File: config.mk
export PLATFORM = sky130hd
export DESIGN_NAME = video_timing
export DESIGN_NICKNAME = d
export VERILOG_FILES = /design/src/rtl/video_pkg.sv /design/src/rtl/timing_axis.sv /design/src/rtl/video_timing.sv
export SDC_FILE = /design/constraint.sdc
export NUM_CORES = 1
export LEC_CHECK = 0
export CAP_MARGIN = 20
export CORE_UTILIZATION = 30
export CTS_CLUSTER_DIAMETER = 60
export CTS_CLUSTER_SIZE = 16
export DETAILED_ROUTE_END_ITERATION = 16
export GPL_TIMING_DRIVEN = 0
export MAX_ROUTING_LAYER = met4
export PLACE_DENSITY = 0.49
export SYNTH_ARGS = -nofsm -noshare
export SYNTH_HDL_FRONTEND = slang
export SYNTH_SLANG_ARGS = --single-unit
File: constraint.sdc
create_clock -name clk -period 5.1 [get_ports clk]
set_clock_uncertainty 0.05 [all_clocks]
set_input_delay 1.53 -clock clk [delete_from_list [all_inputs] [get_ports clk]]
set_output_delay 1.53 -clock clk [all_outputs]
set_load 0.02 [all_outputs]
File: src/rtl/video_pkg.sv
// Shared raster-timing definitions: axis state encoding, coordinate width and
// the 640x480@60 default timing used by the timing generator and colour stages.
package video_pkg;

   localparam int COORD_W   = 11;
   localparam int COORD_MAX = (1 << COORD_W) - 1;

   localparam int DEF_H_ACTIVE = 640;
   localparam int DEF_H_FP     = 16;
   localparam int DEF_H_SYNC   = 96;
   localparam int DEF_H_BP     = 48;
   localparam int DEF_V_ACTIVE = 480;
   localparam int DEF_V_FP     = 10;
   localparam int DEF_V_SYNC   = 2;
   localparam int DEF_V_BP     = 33;
   localparam bit DEF_HS_POL   = 1'b0;
   localparam bit DEF_VS_POL   = 1'b0;

   typedef enum logic [1:0] {
      AX_ACTIVE = 2'd0,
      AX_FRONT  = 2'd1,
      AX_SYNC   = 2'd2,
      AX_BACK   = 2'd3
   } axis_state_t;

   function automatic int axis_total(input int a, input int f, input int s, input int b);
      return a + f + s + b;
   endfunction

endpackage

File: src/rtl/timing_axis.sv
// One raster axis: a position counter walking ACTIVE -> FRONT -> SYNC -> BACK,
// advancing on adv. The vertical instance is advanced by the horizontal wrap.
module timing_axis
   import video_pkg::*;
#(
   parameter int ACTIVE = DEF_H_ACTIVE,
   parameter int FP     = DEF_H_FP,
   parameter int SYNC   = DEF_H_SYNC,
   parameter int BP     = DEF_H_BP,
   parameter bit POL    = 1'b0
) (
   input  logic               clk,
   input  logic               reset,
   input  logic               adv,
   output logic [COORD_W-1:0] count,
   output logic               active_nxt,
   output logic               sync,
   output logic               wrap
);

   localparam int TOTAL = axis_total(ACTIVE, FP, SYNC, BP);
   localparam logic [COORD_W-1:0] A_END = COORD_W'(ACTIVE - 1);
   localparam logic [COORD_W-1:0] F_END = COORD_W'(ACTIVE + FP - 1);
   localparam logic [COORD_W-1:0] S_END = COORD_W'(ACTIVE + FP + SYNC - 1);
   localparam logic [COORD_W-1:0] LAST  = COORD_W'(TOTAL - 1);

   if (FP < 1 || SYNC < 1 || BP < 1 || TOTAL > COORD_MAX) begin : g_param_err
      $error("timing_axis: porch/sync must be >= 1 and total must fit the coordinate width");
   end

   axis_state_t        state_q, state_d;
   logic [COORD_W-1:0] count_q, count_d;
   logic               sync_q, sync_d;

   always_ff @(posedge clk) begin
      if (reset) begin
         state_q <= AX_BACK;
         count_q <= LAST;
         sync_q  <= ~POL;
      end else begin
         state_q <= state_d;
         count_q <= count_d;
         sync_q  <= sync_d;
      end
   end

   always_comb begin
      state_d = state_q;
      count_d = count_q;
      if (adv) begin
         count_d = (count_q == LAST) ? '0 : count_q + 1'b1;
         case (state_q)
            AX_ACTIVE: if (count_q == A_END) state_d = AX_FRONT;
            AX_FRONT:  if (count_q == F_END) state_d = AX_SYNC;
            AX_SYNC:   if (count_q == S_END) state_d = AX_BACK;
            AX_BACK:   if (count_q == LAST)  state_d = AX_ACTIVE;
            default:   state_d = AX_BACK;
         endcase
      end
   end

   // Flags are decoded from the next state so they land on the same edge as count.
   always_comb begin
      active_nxt = (state_d == AX_ACTIVE);
      sync_d     = (state_d == AX_SYNC) ? POL : ~POL;
   end

   assign count = count_q;
   assign sync  = sync_q;
   assign wrap  = adv && (count_q == LAST);

endmodule

File: src/rtl/video_timing.sv
// Raster timing generator: registered VX/VY coordinates with aligned blanking,
// sync and start-of-line/frame pulses, all advancing only when pix_en is high.
module video_timing
   import video_pkg::*;
#(
   parameter int H_ACTIVE = DEF_H_ACTIVE,
   parameter int H_FP     = DEF_H_FP,
   parameter int H_SYNC   = DEF_H_SYNC,
   parameter int H_BP     = DEF_H_BP,
   parameter int V_ACTIVE = DEF_V_ACTIVE,
   parameter int V_FP     = DEF_V_FP,
   parameter int V_SYNC   = DEF_V_SYNC,
   parameter int V_BP     = DEF_V_BP,
   parameter bit HS_POL   = DEF_HS_POL,
   parameter bit VS_POL   = DEF_VS_POL
) (
   input  logic               clk,
   input  logic               reset,
   input  logic               pix_en,
   output logic [COORD_W-1:0] VX,
   output logic [COORD_W-1:0] VY,
   output logic               VIDEN,
   output logic               HSYNC,
   output logic               VSYNC,
   output logic               LINE_START,
   output logic               FRAME_START
);

   logic h_active_nxt, v_active_nxt;
   logic h_wrap, v_wrap;
   logic viden_q, viden_d;
   logic line_start_q, line_start_d;
   logic frame_start_q, frame_start_d;

   timing_axis #(
      .ACTIVE(H_ACTIVE), .FP(H_FP), .SYNC(H_SYNC), .BP(H_BP), .POL(HS_POL)
   ) u_h_axis (
      .clk       (clk),
      .reset     (reset),
      .adv       (pix_en),
      .count     (VX),
      .active_nxt(h_active_nxt),
      .sync      (HSYNC),
      .wrap      (h_wrap)
   );

   timing_axis #(
      .ACTIVE(V_ACTIVE), .FP(V_FP), .SYNC(V_SYNC), .BP(V_BP), .POL(VS_POL)
   ) u_v_axis (
      .clk       (clk),
      .reset     (reset),
      .adv       (h_wrap),
      .count     (VY),
      .active_nxt(v_active_nxt),
      .sync      (VSYNC),
      .wrap      (v_wrap)
   );

   // Pulses hold while pix_en is low so each one covers a pixel, not a clock.
   always_comb begin
      viden_d       = h_active_nxt && v_active_nxt;
      line_start_d  = pix_en ? h_wrap : line_start_q;
      frame_start_d = pix_en ? (h_wrap && v_wrap) : frame_start_q;
   end

   always_ff @(posedge clk) begin
      if (reset) begin
         viden_q       <= 1'b0;
         line_start_q  <= 1'b0;
         frame_start_q <= 1'b0;
      end else begin
         viden_q       <= viden_d;
         line_start_q  <= line_start_d;
         frame_start_q <= frame_start_d;
      end
   end

   assign VIDEN       = viden_q;
   assign LINE_START  = line_start_q;
   assign FRAME_START = frame_start_q;

endmodule

==> key figures, run 1 <==
Layout
  – Commonest non-fill, non-tap cell in the layout: dfxtp_1
  – Fill count: between 400 and 500
  – N_diodes: 0
  – Most frequent cells in the layout: 31 x dfxtp_1, 29 x clkdlybuf4s50_1, 14 x nor2_1
  – Ratio of cells with drive above 1 in the final layout: under 10%
  – Finished Layout Cells: 270
  – NumNets Final: approximately 210
  – Post-synthesis to final-layout area growth: 32.1%

STA
  – RSZ-0062 raised after global routing: false
  – Post-route setup TNS: 0 ns
  – Slew Limit Fails: 0
  – Slew @ Worst Pin: ~0.59 ns
  – Final worst path period share: 70.9%
  – Slew margin rel.: 60.3%
  – Crit path time final: ~3.6 ns
  – Final setup viols: 0
  – Fmax: between 0.2 and 0.3 GHz
  – Final number of hold-violating endpoints: 0

Placement
  – DP HPWL: about 2600 µm
  – Placed cells: between 200 and 300
  – RePlAce Congestion: 0.842
  – Port bufs: 29

Critical path
  – Critical Path Sink Type: register
  – Startpoint Class: input port
  – Setup CP Type: in -> reg
  – CP arrival: 3.76 ns
  – Worst EP required: around 5.3 ns
  – Worst-path maximum fanout: 8

Worst hold path
  – Hold WC Path Type: reg -> reg

Logic synthesis
  – Cells after synthesis: approximately 170
  – Synth async-reset ratio: 0%
  – Synth top area share: about two fifths
  – Cell variety after synth: 47
  – Ys Warns: 0
  – Mapped Nets: approximately 170
  – Synth area leaders: dfxtp_1 41%, xor2_1 5.7%, nor2_1 3.4%
  – Seq/Total Area, Yosys: 40.5%
  – EDFF count, synth: 0
  – Synth Flop Type: dfxtp_1
  – Yosys top cell by area: dfxtp_1
  – Mapped cell area: ~0.0015 mm²
  – FF+latch count, synth: 31
  – Average cell area after synthesis: about 9 µm²

Clock tree
  – Clock root buffer master: clkbuf_8
  – Hold-fix buffers, CTS: 0
  – CTS resizes: 0
  – Post-CTS Setup Repair Bufs: 0
  – CTS buffer count: 5
  – CTS tree: yes
  – Worst-Skew Late Latency: 0.28 ns
  – H-tree lvl count: 2
  – Sink Count: 31
  – CTS max path bufs: 2
  – Clock transition at path regs: 0.06 ns

Drt
  – Drt initial violations: 70
  – Drt first pass iters: 4
  – Vias: roughly 1400
  – Total Wirelength: around 3700 µm
  – Vias/cell: approximately 5
  – DRT antenna net count: 0
  – DRC viols: 0
  – DR WL/cell: 13.9 µm

Floorplanning
  – Core Box Area: ~0.0048 mm²
  – Die ar.: 0.00539 mm²
  – Std-Cell Rows: 25
  – IO Count: 30
  – Die Y: ~73 µm
  – Die width: 73.5 µm
  – Starting Density: between 30% and 40%

Global route
  – Pin count of the biggest net entering global routing: 11
  – First-pass GRT wire length: 6530 µm
  – Total global routing overflow: 0
  – Initial antenna violation count: 0
  – Total track usage: between 10% and 20%
  – Vias in the first global route: 1348

Pwr
  – Pwr Density: 376 mW/mm²
  – Tot Pwr: 0.761 mW
  – Leakage: around 0.75 nW
  – Maximum VDD drop: around 0.00016 V

Run status
  – Status: finished clean

Flow run
  – Max-Cap Viols: 0
-- worst max-delay path: stages --
cell and delay (ns):
clkdlybuf4s50_1 0.61, and4_1 0.24, buf_6 0.13, nand3b_4 0.08
or4b_4 0.49, a311o_1 0.41, nor4b_2 0.27
-- where the power goes --
part	total [mW]	internal (mW)	leakage [nW]	switching, mW
clock	0.251	0.158	0.0612	0.0927
sequential	0.305	0.270	0.253	0.0356
combinational	0.205	0.0948	0.431	0.110
total	0.761	0.523	0.745	0.238
-- synth_stat cells, drive strengths merged (4+ instances only) --
library cell and n:
a21oi 4, and3 5, clkbuf 4, dfxtp 31
ha 4, inv 6, nand2 11, nand2b 7
nand3 7, nand4 6, nor2 14, nor3 8
o21ai 4, o21bai 4, xnor2 5, xor2 10
-- final cells by class --
type,instances,area [µm²],share of cell area (%)
inverters,6,22.5,1.11
well taps,67,83.8,4.14
clock buffers,6,82.6,4.08
clock inverters,2,35.0,1.73
multi-input cells,124,862,42.6
plain buffers,5,26.3,1.30
repair buffers,29,290,14.3
flip-flops and latches,31,621,30.7
-- kinds of logic after synthesis --
kind of cell / Yosys count / synth area share (%)
simple gates: 80 / 32.8
xor+xnor: 15 / 8.58
flops: 31 / 40.5
fa+ha+maj: 4 / 3.27
buf+inv: 11 / 3.19
compound gates: 25 / 11.7
-- flip-flops by register name (all words and copies together), names as in the netlist --
signal / flops
LINE_START: 1
u_v_axis.state_q: 2
u_v_axis.sync: 1
u_v_axis.count: 11
u_h_axis.count: 11
u_h_axis.state_q: 2
FRAME_START: 1
u_h_axis.sync: 1
VIDEN: 1
-- metal layers --
layer  track usage [%]  vias up  part of all wire [%]
met5                 -        -                     0
met4              5.77        0                   1.4
met3              4.12        6                   3.4
met2              25.6       28                    47
met1              20.3      647                    48
li1                  -      676                     -
-- through the flow --
step                cell area [µm²]  utilization (%)  setup slack [ns]  hold slack (ns)
floorplan                      1530                -              1.96            0.483
global placement               1910             39.6              1.22            0.413
detailed placement             1910             39.6              1.18            0.415
CTS                            2020             42.0              1.48            0.425
global route                   2020             42.0              1.34            0.450
finish                         2020             42.0              1.48            0.420
-- path summary, 6_finish.rpt --
check / start / to / slack (ns) / cells after the start
min reg2reg: FRAME_START / FRAME_START / 0.42 / 2
max reg2reg: u_h_axis.count[0] / VIDEN / 2.69 / 7
max: pix_en / VIDEN / 1.48 / 7
min: FRAME_START / FRAME_START / 0.42 / 2
No activity file was read; power rests on OpenSTA's default activity.
==> run 2: changes to the inputs <==
clock period = 3.4 ns   (was 5.1 ns; I/O delays follow)
==> results of run 2 <==
The final DEF is identical to that of run 1. Status: finished clean.
Main changes from that run: setup slack after placement 1.18 ns -> -0.00674 ns; setup slack after layout 1.48 ns -> 0.294 ns; register-to-register setup slack 2.69 ns -> 0.99 ns; total power 0.761 mW -> 1.14 mW; worst IR drop on VDD 0.000159 V -> 0.000239 V
==> run 3: changes to the inputs <==
PLACE_DENSITY = not set   (was 0.49)
==> key figures, run 3 (synthesized netlist as in run 1, its figures left out) <==
STA
  – Slew margin rel.: 62.7% (+2.4 points)
  – Crit path time final: about 3.1 ns
  – Fmax: 0.319 GHz
  – Hold WS: 0.413 ns (-0.00714 ns)
  – Final worst slack: 0.268 ns
  – Slew Limit Fails: 0 (unchanged)
  – RSZ-0062 raised after global routing: false
  – Slew @ Worst Pin: 0.557 ns (-0.0338 ns)
  – Final worst path period share: between 90% and 100%
  – Post-route setup TNS: 0 ns (unchanged)
  – Final number of hold-violating endpoints: 0 (unchanged)
  – Final setup viols: 0 (unchanged)

Floorplanning
  – IO Count: 30 (unchanged)
  – Starting Density: 31.8% (unchanged)
  – Std-Cell Rows: 25 (unchanged)
  – Die ar.: 0.00539 mm² (unchanged)
  – Die width: 73.5 µm (unchanged)
  – Die Y: 73.5 µm (unchanged)
  – Core Box Area: 0.00482 mm² (unchanged)

Clock tree
  – CTS buffer count: 5 (unchanged)
  – CTS resizes: 0 (unchanged)
  – Post-CTS Setup Repair Bufs: 0 (unchanged)
  – Worst-Skew Late Latency: 0.28 ns (about the same)
  – Clock root buffer master: clkbuf_8
  – Clock transition at path regs: 0.06 ns (about the same)
  – Hold-fix buffers, CTS: 0 (unchanged)
  – CTS max path bufs: 2 (unchanged)
  – CTS tree: yes
  – Sink Count: 31 (unchanged)
  – H-tree lvl count: 2 (unchanged)

Critical path
  – Worst-path maximum fanout: 8 (unchanged)
  – CP peak stage delay: 0.61 ns (about the same)
  – CP max stage cell: clkdlybuf4s50_1
  – Register-to-register setup slack: between 0.9 and 1 ns
  – Startpoint Class: input port
  – CP arrival: around 3.3 ns
  – Critical Path Sink Type: register
  – Critical path, cell by cell: clkdlybuf4s50_1 -> and4_1 -> buf_6 -> nand3b_4 -> or4b_4 -> a311o_1 -> nor4b_2
  – Reg2reg path depth: 7 (unchanged)
  – Worst EP required: 3.54 ns
  – Setup CP Type: in -> reg

Global route
  – Total track usage: 14.6% (-1.8 points)
  – First-pass GRT wire length: 5730 µm (-12%)
  – Vias in the first global route: 1139 (-16%)
  – Initial antenna violation count: 0 (unchanged)
  – Total global routing overflow: 0 (unchanged)
  – Pin count of the biggest net entering global routing: 11 (unchanged)

Layout
  – Ratio of cells with drive above 1 in the final layout: 8.87% (-0.99 points)
  – Finished Layout Cells: 270 (unchanged)
  – Fill count: 502 (+3.1%)
  – NumNets Final: 209 (unchanged)
  – N_diodes: 0 (unchanged)
  – Post-synthesis to final-layout area growth: 29.7%
  – Commonest non-fill, non-tap cell in the layout: dfxtp_1
  – Design Area, Final: 0.00199 mm² (-1.8%)
  – Most frequent cells in the layout: 31 x dfxtp_1, 29 x clkdlybuf4s50_1, 14 x nor2_1
  – Post-layout util: 41.2% (-0.75 points)

Pwr
  – Leakage: 0.726 nW (-2.5%)
  – Tot Pwr: 1.04 mW
  – Maximum VDD drop: 0.000245 V
  – Pwr Density: around 520 mW/mm²

Placement
  – RePlAce Congestion: 0.753 (-10%)
  – Area after DPL: 0.00191 mm² (unchanged)
  – DP HPWL: 2360 µm (-11%)
  – Port bufs: 29 (unchanged)
  – Worst slack, placed: approximately 0.030 ns
  – Placed cells: 262 (unchanged)

Worst hold path
  – Hold WC Path Type: reg -> reg
  – Hold Crit Depth: 2 (unchanged)

Drt
  – Drt first pass iters: 5 (+1)
  – DRT antenna net count: 0 (unchanged)
  – DRC viols: 0 (unchanged)
  – Vias: 1308 (-3.6%)
  – DR WL/cell: 12.7 µm (-8.4%)
  – Vias/cell: 4.84 (-3.6%)
  – Drt initial violations: 70 (unchanged)
  – Total Wirelength: 3430 µm (-8.4%)

Run status
  – Status: finished clean

Flow run
  – Max-Cap Viols: 0 (unchanged)
==> run 3: layer usage <==
metal  vias up  GRT usage (%)  share of wire [%]
met5         -              -                  0
met4         0           5.77                1.8
met3         6           4.39                5.2
met2        31           19.5                 42
met1       602           20.2                 51
li1        669              -                  -
==> run 3: final cells by class <==
| class | count | area, µm² | area share, % |
|---|---|---|---|
| multi-input combinational | 124 | 862 | 43.4 |
| sequential | 31 | 621 | 31.2 |
| timing repair buffer | 29 | 290 | 14.6 |
| tap | 67 | 83.8 | 4.22 |
| clock buffer | 7 | 76.3 | 3.84 |
| buffer | 5 | 26.3 | 1.32 |
| inverter | 6 | 22.5 | 1.13 |
| clock inverter | 1 | 5.00 | 0.252 |
==> run 3: path summary, 6_finish.rpt <==
kind                      from          end
max                     pix_en        VIDEN
min                FRAME_START  FRAME_START
max reg2reg  u_h_axis.count[0]        VIDEN
min reg2reg        FRAME_START  FRAME_START
==> run 3: critical path, delay by kind of cell <==
| kind | cells | cell delay (ns) |
|---|---|---|
| compound gates | 1 | 0.41 |
| buf+inv | 2 | 0.74 |
| simple gates | 4 | 1.11 |
==> run 3: where the power goes <==
group | internal [mW] | total [mW] | switching, mW
Combinational | 0.142 | 0.302 | 0.160
Clock | 0.143 | 0.280 | 0.136
Sequential | 0.405 | 0.458 | 0.0535
Total | 0.690 | 1.04 | 0.349
